<file path="src/rtl/sample_capture_buffer_if.sv">
// Control, ADC-side and writer-side signals of the sample capture buffer.
// master = the surrounding logic that drives commands; slave = the buffer itself.
interface sample_capture_buffer_if #(
  parameter int unsigned SAMPLE_W = 12,
  parameter int unsigned CNT_W    = 5
);
  logic                arm;
  logic                abort;
  logic                mode;
  logic [CNT_W-1:0]    limit;
  logic                adc_valid;
  logic [SAMPLE_W-1:0] adc_data;
  logic                tx_done;

  logic                tx_start;
  logic [SAMPLE_W-1:0] tx_data;
  logic                busy;
  logic [1:0]          state;
  logic [CNT_W-1:0]    captured;
  logic [CNT_W-1:0]    sent;
  logic                run_done;
  logic                overrun;

  modport master (
    output arm, abort, mode, limit, adc_valid, adc_data, tx_done,
    input  tx_start, tx_data, busy, state, captured, sent, run_done, overrun
  );

  modport slave (
    input  arm, abort, mode, limit, adc_valid, adc_data, tx_done,
    output tx_start, tx_data, busy, state, captured, sent, run_done, overrun
  );
endinterface

</file>
<file path="src/rtl/sample_capture_buffer.sv">
// Captures a run of ADC samples into a small register array, then streams them
// oldest-first to the serial writer with a one-cycle gap between words.
module sample_capture_buffer #(
  parameter int unsigned SAMPLE_W = 12,
  parameter int unsigned DEPTH    = 16,
  parameter int unsigned CNT_W    = 5
) (
  input  logic                    clk,
  input  logic                    rst,
  sample_capture_buffer_if.slave  bus
);

  localparam int unsigned PTR_W = (DEPTH > 1) ? $clog2(DEPTH) : 1;

  typedef enum logic [1:0] {
    IDLE    = 2'd0,
    CAPTURE = 2'd1,
    DRAIN   = 2'd2,
    GAP     = 2'd3
  } state_e;

  state_e              state_q;
  logic [CNT_W-1:0]    lim_q;
  logic [CNT_W-1:0]    captured_q;
  logic [CNT_W-1:0]    sent_q;
  logic [PTR_W-1:0]    wr_ptr_q;
  logic [PTR_W-1:0]    rd_ptr_q;
  logic                tx_start_q;
  logic [SAMPLE_W-1:0] tx_data_q;
  logic                busy_q;
  logic                run_done_q;
  logic                overrun_q;

  logic [SAMPLE_W-1:0] mem [DEPTH];

  logic [CNT_W-1:0]    lim_d;
  logic                wr_en_c;
  logic                cap_last_c;
  logic                ack_c;
  logic [SAMPLE_W-1:0] first_word_c;

  // Zero or oversize limits fall back to the full storage depth.
  always_comb begin
    lim_d = bus.limit;
    if (bus.limit == '0 || bus.limit > CNT_W'(DEPTH)) begin
      lim_d = CNT_W'(DEPTH);
    end
  end

  assign wr_en_c    = (state_q == CAPTURE) && bus.adc_valid && !bus.abort;
  assign cap_last_c = wr_en_c && ((captured_q + CNT_W'(1)) == lim_q);
  assign ack_c      = (state_q == DRAIN) && bus.tx_done && tx_start_q && !bus.abort;

  // A one-sample run must forward the word being written this very cycle.
  assign first_word_c = (captured_q == '0) ? bus.adc_data : mem[rd_ptr_q];

  // Storage needs no reset; only words written in the current run are read.
  always_ff @(posedge clk) begin
    if (wr_en_c) begin
      mem[wr_ptr_q] <= bus.adc_data;
    end
  end

  always_ff @(posedge clk or negedge rst) begin
    if (!rst) begin
      state_q    <= IDLE;
      lim_q      <= CNT_W'(DEPTH);
      captured_q <= '0;
      sent_q     <= '0;
      wr_ptr_q   <= '0;
      rd_ptr_q   <= '0;
      tx_start_q <= 1'b0;
      tx_data_q  <= '0;
      busy_q     <= 1'b0;
      run_done_q <= 1'b0;
      overrun_q  <= 1'b0;
    end else begin
      run_done_q <= 1'b0;
      if (bus.abort) begin
        // Counts stay frozen so software can see how far the run got.
        state_q    <= IDLE;
        tx_start_q <= 1'b0;
        busy_q     <= 1'b0;
      end else begin
        unique case (state_q)
          IDLE: begin
            if (bus.arm) begin
              state_q    <= CAPTURE;
              busy_q     <= 1'b1;
              lim_q      <= lim_d;
              captured_q <= '0;
              sent_q     <= '0;
              wr_ptr_q   <= '0;
              rd_ptr_q   <= '0;
              overrun_q  <= 1'b0;
            end
          end
          CAPTURE: begin
            if (wr_en_c) begin
              wr_ptr_q   <= wr_ptr_q + PTR_W'(1);
              captured_q <= captured_q + CNT_W'(1);
              if (cap_last_c) begin
                state_q    <= DRAIN;
                tx_start_q <= 1'b1;
                tx_data_q  <= first_word_c;
              end
            end
          end
          DRAIN: begin
            if (bus.adc_valid) begin
              overrun_q <= 1'b1;
            end
            if (ack_c) begin
              state_q    <= GAP;
              tx_start_q <= 1'b0;
              sent_q     <= sent_q + CNT_W'(1);
              rd_ptr_q   <= rd_ptr_q + PTR_W'(1);
              run_done_q <= ((sent_q + CNT_W'(1)) == lim_q);
            end
          end
          GAP: begin
            if (bus.adc_valid) begin
              overrun_q <= 1'b1;
            end
            if (sent_q != lim_q) begin
              state_q    <= DRAIN;
              tx_start_q <= 1'b1;
              tx_data_q  <= mem[rd_ptr_q];
            end else if (bus.mode) begin
              // Continuous mode re-arms with the same limit; overrun is kept.
              state_q    <= CAPTURE;
              captured_q <= '0;
              sent_q     <= '0;
              wr_ptr_q   <= '0;
              rd_ptr_q   <= '0;
            end else begin
              state_q <= IDLE;
              busy_q  <= 1'b0;
            end
          end
        endcase
      end
    end
  end

  assign bus.state    = 2'(state_q);
  assign bus.busy     = busy_q;
  assign bus.captured = captured_q;
  assign bus.sent     = sent_q;
  assign bus.tx_start = tx_start_q;
  assign bus.tx_data  = tx_data_q;
  assign bus.run_done = run_done_q;
  assign bus.overrun  = overrun_q;

endmodule
</file>
<file path="src/flat_wrapper.sv">
// flat-port wrapper written by rule: the top's interface ports become plain ports
module sample_capture_buffer_flat 
#(
  parameter int unsigned SAMPLE_W = 12,
  parameter int unsigned DEPTH    = 16,
  parameter int unsigned CNT_W    = 5
)
  (clk, rst, bus_arm, bus_abort, bus_mode, bus_limit, bus_adc_valid, bus_adc_data, bus_tx_done, bus_tx_start, bus_tx_data, bus_busy, bus_state, bus_captured, bus_sent, bus_run_done, bus_overrun);
  sample_capture_buffer_if #(.SAMPLE_W(SAMPLE_W), .CNT_W(CNT_W)) bus_i ();
  input  logic clk;
  input  logic rst;
  input wire logic [$bits(bus_i.arm)-1:0] bus_arm;
  input wire logic [$bits(bus_i.abort)-1:0] bus_abort;
  input wire logic [$bits(bus_i.mode)-1:0] bus_mode;
  input wire logic [$bits(bus_i.limit)-1:0] bus_limit;
  input wire logic [$bits(bus_i.adc_valid)-1:0] bus_adc_valid;
  input wire logic [$bits(bus_i.adc_data)-1:0] bus_adc_data;
  input wire logic [$bits(bus_i.tx_done)-1:0] bus_tx_done;
  output wire logic [$bits(bus_i.tx_start)-1:0] bus_tx_start;
  output wire logic [$bits(bus_i.tx_data)-1:0] bus_tx_data;
  output wire logic [$bits(bus_i.busy)-1:0] bus_busy;
  output wire logic [$bits(bus_i.state)-1:0] bus_state;
  output wire logic [$bits(bus_i.captured)-1:0] bus_captured;
  output wire logic [$bits(bus_i.sent)-1:0] bus_sent;
  output wire logic [$bits(bus_i.run_done)-1:0] bus_run_done;
  output wire logic [$bits(bus_i.overrun)-1:0] bus_overrun;
  assign bus_i.arm = bus_arm;
  assign bus_i.abort = bus_abort;
  assign bus_i.mode = bus_mode;
  assign bus_i.limit = bus_limit;
  assign bus_i.adc_valid = bus_adc_valid;
  assign bus_i.adc_data = bus_adc_data;
  assign bus_i.tx_done = bus_tx_done;
  assign bus_tx_start = bus_i.tx_start;
  assign bus_tx_data = bus_i.tx_data;
  assign bus_busy = bus_i.busy;
  assign bus_state = bus_i.state;
  assign bus_captured = bus_i.captured;
  assign bus_sent = bus_i.sent;
  assign bus_run_done = bus_i.run_done;
  assign bus_overrun = bus_i.overrun;
  sample_capture_buffer #(.SAMPLE_W(SAMPLE_W), .DEPTH(DEPTH), .CNT_W(CNT_W)) u_core (.clk(clk), .rst(rst), .bus(bus_i));
endmodule
</file>
<file path="config.mk">
export PLATFORM = sky130hd
export DESIGN_NAME = sample_capture_buffer_flat
export DESIGN_NICKNAME = d
export VERILOG_FILES = /design/src/rtl/sample_capture_buffer_if.sv /design/src/rtl/sample_capture_buffer.sv /design/src/flat_wrapper.sv
export SDC_FILE = /design/constraint.sdc
export NUM_CORES = 1
export LEC_CHECK = 0
export BUFFER_PORTS_ARGS = -buffer_cell sky130_fd_sc_hd__buf_2
export CORE_MARGIN = 10
export CORE_UTILIZATION = 50
export CTS_CLUSTER_DIAMETER = 50
export DETAILED_ROUTE_END_ITERATION = 6
export PLACE_DENSITY = 0.67
export SYNTH_ARGS = -nofsm -noshare
export SYNTH_HDL_FRONTEND = slang
export SYNTH_SLANG_ARGS = --single-unit
export TNS_END_PERCENT = 5
</file>
<file path="constraint.sdc">
create_clock -name clk -period 3.8 [get_ports clk]
set_input_delay 0 -clock clk [delete_from_list [all_inputs] [get_ports clk]]
set_output_delay 0 -clock clk [all_outputs]
set_load 0.03 [all_outputs]
</file>
; Yosys cells after proc, flatten, opt, wreduce, memory -nomap -nowiden
; Memory sizes are Yosys's and may differ from the RTL's.
; Index checks and enable logic that the tools add are counted.
[word_totals]
word_cells = 112
output_inout_bits = 28
register_bits = 41
memories = 1
ramBits = 192
input_bits = 24
[mem_list]
columns = memory, words, word_bits, rd, rd_ports_with_merged_regs, write_ports, line
row1 = u_core.mem, 16, 12, 1, 0, 1, sample_capture_buffer.sv:34  ; logic [SAMPLE_W-1:0] mem [DEPTH];
[op_classes]
muxes = 47
eq_ne = 21
n_lt_le_gt_ge = 1
addsub = 4
bitwise = 1
reduce_logical = 26
[op_table]
columns = cell, count
row1 = two-way mux 12 bit, 4
row2 = two-way mux 5 bit, 6
row3 = case mux 5 bit (3 select lines), 2
row4 = case mux 12 bit (2 select lines), 1
row5 = case mux 4 bit (3 select lines), 2
row6 = two-way mux 4 bit, 5
row7 = two-way mux 1 bit, 17
row8 = two-way mux 2 bit, 6
row9 = != test 3 x 2 -> 1 bit (second input constant), 4
row10 = AND reduction 4 bit, 3
row11 = AND reduction 6 bit, 2
row12 = adder 5 x 1 -> 5 bit (second input constant), 2
row13 = == test 5 bit, 2
row14 = zero test 5 bit, 2
row15 = != test 2 x 1 -> 1 bit (second input constant), 5
row16 = AND reduction 5 bit, 2
row17 = != test 3 bit (second input constant), 3
row18 = nonzero test 3 bit, 3
row19 = adder 4 x 1 -> 4 bit (second input constant), 2
row20 = case mux 2 bit (4 select lines), 1
row21 = logical AND 1 bit, 6
row22 = != test 2 bit (second input constant), 3
row23 = greater-than comparator 5 bit (second input constant), 1
row24 = != test 5 bit, 1
row25 = other kinds (12), 15

; Logic depth before layout (Yosys ltp)
[depth]
depth_word = 8
mapped_depth = 9
depth_no_buf = 8

; Worst setup path after synthesis
; No wires, ideal clock.
[synth_timing]
path_kind = register -> register
start = register u_core.state_q[1], in the netlist u_core.bus.state[1]
end = memory u_core.mem[11][0], enable pin
setup_ps = 355
n_path_buf = 1
arrival_ps = 2150
slack_ps = 1295
synth_period_minus_slack_ps = 2505
path_stages_with_launch = 7
t_required_ps = 3445
cell_sequence = dfrtp_1 -> inv_1 -> ha_1 -> clkbuf_1 -> nand3_1 -> nor3b_1 -> and2_1
[synth_via]
elab_chain_len = 5
[synth_lines]
columns = element, line
row1 = "start, declared", sample_capture_buffer.sv:22  ; state_e state_q;
row2 = "start signal, assigned", sample_capture_buffer.sv:66  ; state_q <= IDLE;
row3 = "start signal, assigned", sample_capture_buffer.sv:81  ; state_q <= IDLE;
row4 = "start signal, assigned", sample_capture_buffer.sv:88  ; state_q <= CAPTURE;
row5 = == test 2 x 1 -> 1 bit, sample_capture_buffer.sv:50  ; assign wr_en_c = (state_q == CAPTURE) && bus.adc_valid && !bus.abort;
row6 = logical AND 1 bit (2 in series), sample_capture_buffer.sv:50
row7 = two-way mux 1 bit, sample_capture_buffer.sv:59  ; if (wr_en_c) begin
row8 = two-way mux 1 bit (not written as such), sample_capture_buffer.sv:60  ; mem[wr_ptr_q] <= bus.adc_data;
row9 = "end, declared", sample_capture_buffer.sv:34
; No other way between the ends.

; Worst setup path in the final report
[layout_timing]
start = register u_core.state_q[1], in the netlist u_core.bus.state[1]
end = memory u_core.mem[9][11], enable pin
; Same word-level chain as after synthesis.

==> metrics.cfg <==
[outcome]
status=finished clean

[setup_path]
crit_arrival_ps=3100
r2r-start=u_core.bus.state[1]$_DFFE_PN0P_
critical_path_class=reg2reg
reg2reg_to=u_core.mem[9][11]$_DFFE_PP_
cp.required_ps=3950
critPathMaxFanout=12
critPathLaunchType=flop
worstRegToRegCells=5
reg2reg_slack_ps=850
endpoint_kind=flop

[timing]
fmax_ghz=0.339
relSlewSlack_pct=36.8
fin_crit_sh_pct=77.7
clock_skew_ps=6.91
tns_ps=0
holdWs_ps=43.3
hold_viol_final=0
worst_pin_slew_ps=948
layout_min_cycle_time_ps=2950
slew_violations=0
setup_viol=0
grt_setup_unrepaired=false

[logic_synthesis]
synth_ff_type=edfxtp_1
syn_avg_cell_area_sq_um=16.5
synth_seq_cells=233
ys_types=59
synth_nets=645
yosys_warnings=0
netlist_top_cells_area=edfxtp_1, mux4_2, dfrtp_1
synth-edff-count=192
async_reset_ff_share_pct=17.6
synth_area_sq_mm=0.0100
synthCells=605
synth_top_cell_by_area=edfxtp_1
yosysSeqAreaShare_pct=68.0
synth_top_area_share_pct=57.7

[die]
start_util_pct=51.0
core_sq_mm=0.0196
dieArea_sq_mm=0.0260
dieHeight_um=161
rows=51
ios=52
fp.dieW_um=161

[place]
dpl.cell_count=896
gp_congestion=0.853
hpwlAfterDp_um=14700
numPortBuffers=51

[cts]
h-tree-depth=1
clk_latency_ps=510
clk_pin_slew_ps=60
cts_root_buffer=clkbuf_16
clock-sinks=233
cts_tree=built
numCtsBuffers=27
clock_tree.buffer_depth=3

[route]
wl_per_cell_um=23.1
vias_per_cell=5.85
wirelength_um=22400
vias=5663
ant_nets=0
firstDrtPassIters=5
drc_errors=0
first_iter_violations=453

[pwr]
power_leakage_uw=0.00399
p_per_area_mw_per_mm2=583
ir_worst_vdd_uv=393

[final_layout]
drive_above_1_share_pct=22.3
antenna_cells=0
fin_nets=725
final_common_cell=edfxtp_1
fill_cells=1471
syn_to_final_growth_pct=16.3
layout_common_cells=edfxtp_1, buf_2, mux4_2
fin_cells=968

[global_route]
grt_pass1_wl_um=35600
grt_pass1_vias=5989
grt_usage_pct=17.3
grt_busiest_layer=met2
met3_usage_pct=4.65
antenna_found_initial=0
overflow=0
grt.met2_usage_pct=26.8
grtUsageMet1_pct=24.0
grt_max_degree=42

[hold_path]
min_from=bus_arm
hold-path-endpoint=u_core.bus.overrun$_DFFE_PN0P_
min_path_cells=4
hold_path.class=in2reg

[flow_run]
cap_violations=0

sequential cells by signal, summed over array words and instances (netlist names), 2 cells and up:
| register | cells |
|---|---|
| u_core.bus.captured | 5 |
| u_core.bus.sent | 5 |
| u_core.bus.state | 2 |
| u_core.bus.tx_data | 12 |
| u_core.lim_q | 5 |
| u_core.mem | 192 |
| u_core.rd_ptr_q | 4 |
| u_core.wr_ptr_q | 4 |
per-layer routing:
metal / share of wire [%] / wire length [um]
met3: 8.3 / 1850
met1: 43 / 9690
met4: 1.9 / 427
met2: 46 / 10400
met5: 0 / 0
synthesized netlist by cell type (3+ instances only):
cell type,instances
a211oi_1,25
a21oi_1,24
and2_1,16
and3_1,4
buf_1,4
buf_2,9
buf_4,3
clkbuf_1,15
dfrtp_1,40
edfxtp_1,192
ha_1,16
inv_1,24
mux2i_1,26
mux4_2,48
nand2_1,21
nand2b_1,4
nand3_1,9
nand4_1,4
nor2_1,15
nor2b_1,16
nor3_1,6
o21ai_0,18
o2bb2ai_1,4
o31ai_1,3
o41ai_1,3
or3_1,4
xnor2_1,6
xor2_1,8
power breakdown:
group,internal (uW),switching [uW]
registers,2910,136
logic,406,759
clock network,1570,995
total,4880,1890
repair_timing:
| item | in CTS | in global routing |
|---|---|---|
| buffers inserted | 0 | 0 |
| hold endpoints to repair | 248 | 0 |
| resized for setup | 0 | 0 |
| hold buffers | 25 | 0 |
critical path: stages (launching register included):
cell	delay (ps)
dfrtp_1	490
inv_1	230
ha_1	400
nand3_1	330
nor3b_1	530
and2_1	600
how the worst max path moves through the flow:
| stage | from | end | slack [ps] | cells past startpoint |
|---|---|---|---|---|
| 2_1_floorplan | u_core.bus.state[1]$_DFFE_PN0P_ | u_core.mem[11][0]$_DFFE_PP_ | 1290 | 6 |
| 3_3_place_gp | u_core.rd_ptr_q[0]$_DFFE_PN0P_ | u_core.bus.tx_data[0]$_DFFE_PN0P_ | 1090 | 6 |
| 3_5_place_dp | u_core.bus.state[1]$_DFFE_PN0P_ | u_core.mem[11][3]$_DFFE_PP_ | 950 | 5 |
| 4_1_cts | u_core.bus.state[1]$_DFFE_PN0P_ | u_core.mem[11][10]$_DFFE_PP_ | 920 | 5 |
| 5_1_grt | u_core.bus.state[1]$_DFFE_PN0P_ | u_core.mem[11][10]$_DFFE_PP_ | 610 | 5 |
| 6_report | u_core.bus.state[1]$_DFFE_PN0P_ | u_core.mem[9][11]$_DFFE_PP_ | 850 | 5 |
cells by family after synthesis:
| family | count (synthesis) | synth area share (%) |
|---|---|---|
| compound gates | 100 | 6.91 |
| mux | 74 | 13.4 |
| xor+xnor | 14 | 1.23 |
| flops | 233 | 68.0 |
| buf+inv | 57 | 2.38 |
| simple gates | 111 | 6.11 |
| fa+ha+maj | 16 | 2.00 |
final cells by class:
cell class | instances | area (sq um) | area share [%]
flip-flops and latches | 233 | 6800 | 58.5
multi-input cells | 315 | 2970 | 25.5
clock buffers | 30 | 687 | 5.91
repair buffers | 83 | 558 | 4.80
well taps | 265 | 332 | 2.85
clock inverters | 17 | 194 | 1.67
inverters | 25 | 93.8 | 0.807
metrics by stage:
step	area (sq um)	power (uW)	util (%)	setup WS, ps
floorplan	10000	3870	-	1290
global placement	10500	4210	53.6	1090
detailed placement	10500	4240	53.6	952
CTS	11600	6810	59.4	917
global route	11600	7050	59.4	615
finish	11600	6770	59.4	847
(Power assumes the default switching activity.)
